**src/rtl/alu_issue_ctrl.sv**
```systemverilog
// Issue controller for a clocked MIPS ALU: decodes an ALUOp/funct request, drives the ALU,
// waits out its latency and returns the captured result with a zero flag and an error flag.
module alu_issue_ctrl #(
    parameter int DATA_W      = 32,
    parameter int ALU_LATENCY = 1
) (
    input  logic              clk,
    input  logic              rst,
    input  logic              req_valid,
    output logic              req_ready,
    input  logic [1:0]        req_aluop,
    input  logic [5:0]        req_funct,
    input  logic [DATA_W-1:0] req_a,
    input  logic [DATA_W-1:0] req_b,
    output logic [DATA_W-1:0] alu_a,
    output logic [DATA_W-1:0] alu_b,
    output logic [3:0]        alu_op,
    input  logic [DATA_W-1:0] alu_res,
    output logic              rsp_valid,
    input  logic              rsp_ready,
    output logic [DATA_W-1:0] rsp_data,
    output logic              rsp_zero,
    output logic              rsp_err
);

    typedef enum logic [1:0] {
        S_IDLE,
        S_ISSUE,
        S_WAIT,
        S_DONE
    } state_t;

    localparam int              CNT_W    = (ALU_LATENCY > 1) ? $clog2(ALU_LATENCY) : 1;
    localparam logic [CNT_W-1:0] CNT_INIT = CNT_W'(ALU_LATENCY - 1);

    localparam logic [3:0] OP_AND = 4'b0000;
    localparam logic [3:0] OP_OR  = 4'b0001;
    localparam logic [3:0] OP_ADD = 4'b0010;
    localparam logic [3:0] OP_SUB = 4'b0110;
    localparam logic [3:0] OP_SLT = 4'b0111;

    state_t           state;
    state_t           state_next;
    logic [CNT_W-1:0] wait_cnt;
    logic             dec_legal;
    logic [3:0]       dec_op;

    // NOTE: every combinational output gets a default first so no path leaves it unassigned
    // (which would infer a latch).
    always_comb begin
        dec_legal = 1'b1;
        dec_op    = OP_ADD;
        unique case (req_aluop)
            2'b00: dec_op = OP_ADD;
            2'b01: dec_op = OP_SUB;
            2'b10: begin
                unique case (req_funct)
                    6'b100000: dec_op = OP_ADD;
                    6'b100010: dec_op = OP_SUB;
                    6'b100100: dec_op = OP_AND;
                    6'b100101: dec_op = OP_OR;
                    6'b101010: dec_op = OP_SLT;
                    default:   dec_legal = 1'b0;
                endcase
            end
            default: dec_legal = 1'b0;
        endcase
    end

    always_comb begin
        state_next = state;
        unique case (state)
            S_IDLE:  if (req_valid) state_next = dec_legal ? S_ISSUE : S_DONE;
            S_ISSUE: state_next = S_WAIT;
            S_WAIT:  if (wait_cnt == '0) state_next = S_DONE;
            S_DONE:  if (rsp_ready) state_next = S_IDLE;
            default: state_next = S_IDLE;
        endcase
    end

    assign req_ready = (state == S_IDLE);

    // NOTE: sequential state uses non-blocking assignments only, and the reset is sampled on
    // the clock edge so an in-flight request is dropped cleanly in any state.
    always_ff @(posedge clk) begin
        if (rst) begin
            state     <= S_IDLE;
            wait_cnt  <= '0;
            alu_a     <= '0;
            alu_b     <= '0;
            alu_op    <= OP_AND;
            rsp_valid <= 1'b0;
            rsp_data  <= '0;
            rsp_zero  <= 1'b0;
            rsp_err   <= 1'b0;
        end else begin
            state <= state_next;
            unique case (state)
                S_IDLE: begin
                    if (req_valid) begin
                        if (dec_legal) begin
                            alu_a  <= req_a;
                            alu_b  <= req_b;
                            alu_op <= dec_op;
                        end else begin
                            // Illegal requests bypass the ALU entirely; its inputs keep their values.
                            rsp_data  <= '0;
                            rsp_zero  <= 1'b0;
                            rsp_err   <= 1'b1;
                            rsp_valid <= 1'b1;
                        end
                    end
                end
                S_ISSUE: wait_cnt <= CNT_INIT;
                S_WAIT: begin
                    if (wait_cnt == '0) begin
                        rsp_data  <= alu_res;
                        rsp_zero  <= (alu_res == '0);
                        rsp_err   <= 1'b0;
                        rsp_valid <= 1'b1;
                    end else begin
                        wait_cnt <= wait_cnt - 1'b1;
                    end
                end
                S_DONE: if (rsp_ready) rsp_valid <= 1'b0;
                default: ;
            endcase
        end
    end

endmodule

```
**config.mk**
```make
export PLATFORM = sky130hd
export DESIGN_NAME = alu_issue_ctrl
export DESIGN_NICKNAME = d
export VERILOG_FILES = /design/src/rtl/alu_issue_ctrl.sv
export SDC_FILE = /design/constraint.sdc
export NUM_CORES = 1
export LEC_CHECK = 0
export CORE_UTILIZATION = 42
export CTS_CLUSTER_SIZE = 12
export DETAILED_ROUTE_END_ITERATION = 8
export PLACE_DENSITY_LB_ADDON = 0.08
export REMOVE_ABC_BUFFERS = 1
export SETUP_SLACK_MARGIN = 0.3
export SYNTH_ARGS = -nofsm -noshare
export SYNTH_HDL_FRONTEND = slang
export SYNTH_SLANG_ARGS = --single-unit
```
**constraint.sdc**
```tcl
create_clock -name clk -period 2.5 [get_ports clk]
set_input_delay 0.75 -clock clk [delete_from_list [all_inputs] [get_ports clk]]
set_output_delay 0.75 -clock clk [all_outputs]
set_load 0.03 [all_outputs]
```
==> results of run 1 <==
==> critical path, stage by stage <==
cell	delay [ps]
dlygate4sd2_1	250
inv_1	80
ha_1	190
or2_4	290
a31oi_4	310
bufbuf_16	380
o31ai_1	90
a21oi_1	180
==> sequential cells by signal, summed over array words and instances (netlist names) <==
signal     flops
alu_a         32
alu_b         32
rsp_data      32
alu_op         3
state          2
rsp_err        1
rsp_valid      1
rsp_zero       1
==> routing by layer <==
metal	part of all wire	track usage
met1	0.41	0.3035
met2	0.49	0.4377
met3	0.084	0.05690
met4	0.021	0.1037
met5	0	0
==> final timing paths <==
kind / cells after the start / start / endpoint
worst max-delay path: 8 / req_aluop[0] / alu_b[2]
worst min-delay path: 2 / alu_b[10] / alu_b[10]
worst max register to register: 8 / state[1] / alu_a[4]
worst min register to register: 2 / alu_b[10] / alu_b[10]
==> per-stage QoR <==
stage               TNS, ps  cell area [um^2]
finish                    0              7363
global route              0              7363
CTS                       0              7308
detailed placement   -18760              6927
global placement     -14700              6927
floorplan            -13550              4310
==> timing repair <==
action                     4_1_cts  5_1_grt
setup buffers                    2        0
gates cloned                     5        1
gates resized for setup          9       20
hold buffers                     0        0
setup endpoints to repair      104       67
pin swaps                        3        0
==> final cells by class <==
| cell class | count | area [um^2] |
|---|---|---|
| Multi-Input combinational cell | 357 | 2225 |
| Tap cell | 140 | 175.2 |
| Clock inverter | 5 | 56.30 |
| Clock buffer | 11 | 141.4 |
| Fill cell | 893 | 3525 |
| Timing Repair Buffer | 248 | 2665 |
| Inverter | 5 | 18.77 |
| Sequential cell | 104 | 2082 |
==> power groups by stage <==
stage	Clock [mW]	Sequential (mW)	Combinational, mW
floorplan	0	2.28	0.761
CTS	1.08	1.93	2.18
detailed placement	0	1.97	2.11
finish	1.06	1.93	2.18
global route	1.16	1.95	2.31
global placement	0	1.96	2.10
==> placed cells by master, fill, tap and decap left out, drive strengths merged, types with 2 or more instances in the layout <==
cell type,instances
o31ai,66
clkdlybuf4s50,191
dlygate4sd2,3
buf,34
nand4,34
dlymetal6s2s,14
nor2,5
mux2i,2
nor3,3
nor4,7
inv,5
clkinv,3
dfxtp,104
a21oi,102
and3b,2
o21ai,96
a211oi,2
bufbuf,4
clkbuf,13
nor2b,3
ha,8
and4,2
or2,2
nand2b,3
a311oi,2
==> cells by family (layout without fill, tap and decap cells) <==
family / Yosys count / in the layout / share of synthesized area
AO/OA/AOI/OAI: 275 / 275 / 0.3438
flip-flops: 104 / 104 / 0.4428
AND/OR/NAND/NOR: 70 / 70 / 0.09660
buffers and inverters: 70 / 269 / 0.08728
adder cells (fa/ha/maj): 8 / 8 / 0.02129
multiplexers: 3 / 3 / 0.007450
other: 1 / 1 / 0.0007975
==> results.yml, run 1 <==
yosys:
  synth_ff_type: "dfxtp_1"
  yosysWarnings: 0
  yosys-top-cells-count: "dfxtp_1 (104), a21oi_1 (101), o21ai_0 (66), o31ai_1 (66), clkbuf_1 (37)"
  synthArstFlopShare: 0
  yosysMostFrequentCell: "dfxtp_1"
  netlist_top_cells_area: "dfxtp_1 (44%), a21oi_1 (11%), o31ai_1 (11%)"
  synth_top_area_share: 0.4428
  synth_cells: 531
  synth-seq-area-share: 0.4428
  ys_ff_latch: 104
  synth.avg_cell_area_um2: 8.855
  yosys.area.top_type: "dfxtp_1"
  synth-edff-count: 0
  synthDistinctLibCells: 48
  netlist_area_mm2: 0.004702
timing:
  rsz0062_at_grt: "yes"
  whs_ps: 473.4
  finalSetupViolCount: 0
  min_period_ps: 2227
  skew_ps: 11.37
  final_hold_viol_count: 0
  setup_ws_ps: 273.3
  slew_headroom: 0.5394
  fmax_mhz: 449.1
  fin_crit_sh: 0.8907
  slew_violations: 0
  worstMarginPinSlew_ps: 690.9
cells_and_area:
  areaGrowthSynthToFinish_pct: 56.60
  nets: 841
  diodes: 0
  instances_no_fill: 870
  drive_above_1_share: 0.1014
  final_util: 0.6763
power:
  intPower_mw: 3.219
  ir_drop_mv: 0.4167
  power_frac_seq: 0.373
  p_sw_mw: 1.958
  swShare: 0.3782
  power.total_mw: 5.177
  p_leak_nw: 2.744
  comb_power_share: 0.422
  pwr-share-clk: 0.205
  power.density_mw_per_mm2: 703.0
placed_design:
  portBuffers: 210
  gp_congestion: 0.8276
  dpl.cell_count: 846
  hpwl_um: 9869
  pre_cts_ws_ps: -241.1
min_path:
  min_path_type: "flop to flop"
clocking:
  cts_buffers: 9
  cts_tree: "yes"
  clk_pin_slew_ps: 100
  cts.path.max_buffers: 2
  clkLatencyLatePin_ps: 360
  clock-sinks: 104
  clockRootBuffer: "clkbuf_8"
  cts_max_level: 3
route:
  drc_errors: 0
  drtIter0Drc: 330
  first_pass_iters: 5
  wl_per_cell_um: 17.93
  vias: 5101
  wl_um: 15600
  final_antenna_net_count: 0
  avgViaCountPerCell: 5.863
run:
  drv_cap: 0
floorplan:
  die_x_um: 107.8
  initial_core_util: 0.4319
  rows: 38
  die_area_mm2: 0.01162
  io_pins: 212
  chipHeight_um: 107.8
  fp.coreArea_mm2: 0.01089
grt:
  grt_pass1_vias: 4661
  gr-total-overflow: 0
  gr-usage-all-layers: 0.2540
  grt_pass1_wl_um: 23140
  grt_max_degree: 67
  antenna_found_initial: 0
run_status:
  status: "complete, no violations"
worst_setup_path:
  endpoint_kind: "flop"
  r2r_slack_ps: 510
  cp.required_ps: 2790
  path_max_fanout: 22
  cp-start-kind: "primary input"
  critical_path_arrival_ps: 2520
  timing_worst_setup_path_type: "primary input to flop"
(Power assumes the default switching activity.)
==> inputs of run 2 (changes only) <==
--- a/config.mk
+++ b/config.mk
@@ -6,9 +6,8 @@
 export NUM_CORES = 1
 export LEC_CHECK = 0
 export CORE_UTILIZATION = 42
-export CTS_CLUSTER_SIZE = 12
 export DETAILED_ROUTE_END_ITERATION = 8
-export PLACE_DENSITY_LB_ADDON = 0.08
+export PLACE_DENSITY = 0.85
 export REMOVE_ABC_BUFFERS = 1
 export SETUP_SLACK_MARGIN = 0.3
 export SYNTH_ARGS = -nofsm -noshare
==> results.yml, run 2 (synthesized netlist as in run 1, its figures left out) <==
cells_and_area:
  drive_above_1_share: 0.1114
  nets: 847
  areaGrowthSynthToFinish_pct: 57.80
  reg_top3: "alu_a x32, alu_b x32, rsp_data x32"
  final_cell_area_mm2: 0.007420
  final_cell_mix: "clkdlybuf4s50_1 (166), dfxtp_1 (104), a21oi_1 (101), o31ai_1 (65), o21ai_0 (63)"
  diodes: 0
  mostFrequentLayoutCell: "clkdlybuf4s50_1"
power:
  swShare: 0.3881
  p_sw_mw: 2.021
  power.density_mw_per_mm2: 701.9
  power_frac_seq: 0.372
  comb_power_share: 0.422
  p_leak_nw: 3.156
  pwr-share-clk: 0.206
  intPower_mw: 3.186
  ir_drop_mv: 0.5127
min_path:
  min_path_type: "flop to flop"
timing:
  worstMarginPinSlew_ps: 534.9
  slew_headroom: 0.6434
  finalSetupViolCount: 0
  rsz0062_at_grt: "yes"
  slew_violations: 0
  min_period_ps: 2169
  fin_crit_sh: 0.8678
  fmax_mhz: 460.9
  skew_ps: 10.62
  final_hold_viol_count: 0
  setup_tns_ps: 0
floorplan:
  die_x_um: 107.8
  die_area_mm2: 0.01162
  initial_core_util: 0.4319
  chipHeight_um: 107.8
  rows: 38
  fp.coreArea_mm2: 0.01089
  io_pins: 212
clocking:
  cts.path.max_buffers: 2
  hold_buffers: 0
  clkLatencyLatePin_ps: 370
  cts_max_level: 3
  cts_tree: "yes"
  clock-sinks: 104
  clk_pin_slew_ps: 100
  clockRootBuffer: "clkbuf_8"
  cts_buffers: 9
worst_setup_path:
  crit_family: "buffers and inverters"
  r2r_cells: 8
  endpoint_kind: "primary output"
  cp.required_ps: 1750
  r2r-start: "state[1]"
  r2r_slack_ps: 460
  slowest_stage: "clkdlybuf4s50_1"
  critical_path_arrival_ps: 1420
  crit_end: "rsp_data[21]"
  timing_worst_setup_path_type: "flop to primary output"
  cp_slowest_stage_delay_ps: 680
  worst-path-stages: 1
  critPathBufInv: 1
  path_max_fanout: 2
  cp-start-kind: "flop"
  crit_start: "rsp_data[21]"
  crit_chain: "clkdlybuf4s50_1"
  worstReg2RegEnd: "rsp_data[29]"
route:
  avgViaCountPerCell: 5.881
  final_antenna_net_count: 0
  vias: 5152
  wl_um: 15900
  drtIter0Drc: 399
  wl_per_cell_um: 18.15
  first_pass_iters: 6
  drc_errors: 0
grt:
  grt_pass1_wl_um: 23960
  antenna_found_initial: 0
  grt_max_degree: 68
  grt_pass1_vias: 4902
  gr-total-overflow: 0
  gr-usage-all-layers: 0.2616
placed_design:
  gp_congestion: 0.9107
  placed_area_mm2: 0.006942
  portBuffers: 210
  hpwl_um: 10110
run_status:
  status: "complete, no violations"
run:
  drv_cap: 0
run 2: cell types whose count changed in the layout (fill, tap and decap cells not counted), moves of 3 or more:
cell             before  now
bufbuf_16             4    1
dlymetal6s2s_1       14   37
clkdlybuf4s50_1     191  166
buf_4                23   33
run 2: power by group through the flow:
stage | Clock [mW] | Sequential (mW) | Combinational (mW)
3_5_place_dp | 0 | 1.97 | 2.10
5_1_grt | 1.17 | 1.96 | 2.31
4_1_cts | 1.10 | 1.94 | 2.17
6_report | 1.08 | 1.94 | 2.20
3_3_place_gp | 0 | 1.96 | 2.07
2_1_floorplan | 0 | 2.28 | 0.761
run 2: worst min-delay path by stage:
stage	depth (start not counted)	to	slack (ps)	from
after floorplan	2	state[0]	500	state[0]
after global placement	2	alu_b[4]	450	alu_b[4]
after detailed placement	2	alu_a[16]	460	alu_a[16]
after CTS	2	alu_a[16]	470	alu_a[16]
after global routing	2	rsp_data[6]	500	rsp_data[6]
final	2	alu_a[25]	470	alu_a[25]
run 2: final cells by class:
cell class | count | area [um^2]
tap | 140 | 175.2
inverter | 5 | 18.77
fill | 806 | 3468
timing repair buffer | 254 | 2688
clock inverter | 7 | 78.83
sequential | 104 | 2082
clock buffer | 9 | 123.9
multi-input combinational | 357 | 2253
run 2: repair_timing:
item	CTS	global route
resized for setup	17	43
pin swaps	2	1
setup endpoints to repair	105	95
buffers inserted	3	0
gates cloned	3	1
run 2: metrics by stage:
stage                     std cells    util  power, mW  setup slack [ps]  hold WS, ps
after floorplan                 466       -      3.040            -377.6        499.1
final                           876  0.6815      5.207             330.5        469.2
after detailed placement        853  0.6376      4.069            -319.1        460.6
after global placement          853  0.6376      4.030            -221.4        453.8
after CTS                       875  0.6701      5.201             275.5        475.0
after global routing            876  0.6815      5.436             276.3        500.2
run 2: metal layers:
metal,routed length [um],global-route usage,vias up
met2,7702,0.4533,283
met3,1490,0.07385,32
met1,6305,0.3022,2427
li1,-,-,2410
met4,402,0.1027,0
met5,0,0,-
run 2: worst reg2reg max path: cells and delay by family (launching register included):
kind	cells	cell delay (ps)
and+or+nand+nor	1	260
AOI/OAI and AO/OA	3	570
adders and majority gates	1	230
DFF	1	410
buffers and inverters	3	480
==> inputs of run 3 (changes only) <==
--- a/config.mk
+++ b/config.mk
@@ -5,9 +5,11 @@
 export SDC_FILE = /design/constraint.sdc
 export NUM_CORES = 1
 export LEC_CHECK = 0
-export CORE_UTILIZATION = 42
+export CORE_UTILIZATION = 43
+export CTS_BUF_LIST = sky130_fd_sc_hd__clkbuf_4 sky130_fd_sc_hd__clkbuf_8
+export CTS_CLUSTER_DIAMETER = 60
 export DETAILED_ROUTE_END_ITERATION = 8
-export PLACE_DENSITY = 0.85
+export PLACE_DENSITY = 0.86
 export REMOVE_ABC_BUFFERS = 1
 export SETUP_SLACK_MARGIN = 0.3
 export SYNTH_ARGS = -nofsm -noshare
==> results.yml, run 3 (synthesized netlist as in run 1, its figures left out) <==
worst_setup_path:
  cp.required_ps: 2730
  cp-start-kind: "primary input"
  critPathBufInv: 4
  worst-path-stages: 8
  slowest_stage: "clkdlybuf4s50_1"
  crit_chain: "clkdlybuf4s50_1, and3b_2, buf_6, a31oi_4, buf_12, buf_12, o31ai_1, a21oi_1"
  path_max_fanout: 25
  endpoint_kind: "flop"
  crit_family: "buffers and inverters"
  cp_common_cell: "buf_12"
  critical_path_arrival_ps: 2590
  timing_worst_setup_path_type: "primary input to flop"
  cp_slowest_stage_delay_ps: 520
  r2r_cells: 9
timing:
  fmax_mhz: 424.1
  finalSetupViolCount: 0
  slew_violations: 0
  fin_crit_sh: 0.9432
  final_hold_viol_count: 0
  setup_ws_ps: 142.1
  min_period_ps: 2358
  skew_ps: 7.220
  rsz0062_at_grt: "yes"
placed_design:
  portBuffers: 210
  pre_cts_ws_ps: -225.8
  placed_area_mm2: 0.006882
  gp_congestion: 0.8580
  dpl.cell_count: 840
  hpwl_um: 10290
clocking:
  clock-sinks: 104
  cts_max_level: 3
  hold_buffers: 0
  cts_tree: "yes"
  clk_pin_slew_ps: 100
  cts_buffers: 9
  clkLatencyLatePin_ps: 370
  clockRootBuffer: "clkbuf_8"
  cts.path.max_buffers: 2
floorplan:
  io_pins: 212
  die_x_um: 106.6
  initial_core_util: 0.4494
  die_area_mm2: 0.01136
  chipHeight_um: 106.6
  rows: 37
  fp.coreArea_mm2: 0.01046
run:
  drv_cap: 0
power:
  p_leak_nw: 3.258
  power.total_mw: 5.541
  p_sw_mw: 2.097
  comb_power_share: 0.414
  intPower_mw: 3.444
  power_frac_seq: 0.351
  pwr-share-clk: 0.235
  swShare: 0.3784
  power.density_mw_per_mm2: 713.0
  ir_drop_mv: 0.4238
grt:
  gr-total-overflow: 0
  grt_pass1_vias: 5101
  gr-usage-all-layers: 0.2857
  antenna_found_initial: 0
  grt_pass1_wl_um: 25850
  grt_max_degree: 68
route:
  drc_errors: 0
  final_antenna_net_count: 0
  first_pass_iters: 4
  vias: 5365
  drtIter0Drc: 427
  wl_um: 17680
  wl_per_cell_um: 20.25
  avgViaCountPerCell: 6.145
cells_and_area:
  instances_no_fill: 873
  multi_input_area_mm2: 0.002396
  reg_top3: "alu_a x32, alu_b x32, rsp_data x32"
  nets: 848
  seq_area_mm2: 0.002082
  final_util: 0.7428
  fill_cells: 700
  diodes: 0
  final_cell_area_mm2: 0.007771
  drive_above_1_share: 0.1520
  mostFrequentLayoutCell: "clkdlybuf4s50_1"
  final_cell_mix: "clkdlybuf4s50_1 (164), dfxtp_1 (104), a21oi_1 (100), o31ai_1 (49)"
  areaGrowthSynthToFinish_pct: 65.27
min_path:
  min_path_type: "flop to flop"
  whs_path_depth: 2
run_status:
  status: "complete, no violations"
==> run 3: power groups by stage <==
stage	clock, mW	sequential [mW]	combinational [mW]
6_report	1.30	1.95	2.29
3_3_place_gp	0	1.97	2.04
2_1_floorplan	0	2.28	0.761
4_1_cts	1.32	1.94	2.22
3_5_place_dp	0	1.97	2.08
5_1_grt	1.39	1.97	2.41
==> run 3: final cells by class <==
class                      instances  area share
timing repair buffer             255      0.3669
inverter                           5    0.002415
sequential                       104      0.2679
clock inverter                     6     0.01481
clock buffer                      10     0.01771
multi-input combinational        357      0.3083
tap                              136     0.02190
==> run 3: path summary, 6_finish.rpt <==
check / slack, ps / endpoint / start
worst min-delay path: 480 / alu_a[26] / alu_a[26]
worst max register to register: 460 / alu_b[17] / state[0]
worst max-delay path: 140 / alu_a[17] / req_funct[5]
worst min register to register: 480 / alu_a[26] / alu_a[26]
==> run 3: per-layer routing <==
| metal | up-vias | routed length (um) | track usage |
|---|---|---|---|
| li1 | 2417 | - | - |
| met1 | 2557 | 6674 | 0.3394 |
| met2 | 342 | 8864 | 0.5041 |
| met3 | 49 | 1601 | 0.06505 |
| met4 | 0 | 541 | 0.09785 |
| met5 | - | 0 | 0 |
==> run 3: timing repair <==
| item | in CTS | in global routing |
|---|---|---|
| setup buffers | 9 | 0 |
| setup endpoints to repair | 104 | 117 |
| gates resized for setup | 56 | 63 |
| pin swaps | 3 | 12 |
| cloned | 7 | 1 |
==> run 3: metrics by stage <==
| step | TNS [ps] | hold WS [ps] |
|---|---|---|
| after CTS | 0 | 475.0 |
| after global routing | 0 | 489.0 |
| final | 0 | 475.9 |
| after floorplan | -13550 | 499.1 |
| after global placement | -13870 | 453.5 |
| after detailed placement | -16470 | 459.5 |
==> run 3: tightest hold or removal path, delay by kind of cell (launching register included) <==
family / cells / cell delay, ps
DFF: 1 / 320
AOI/OAI and AO/OA: 2 / 120
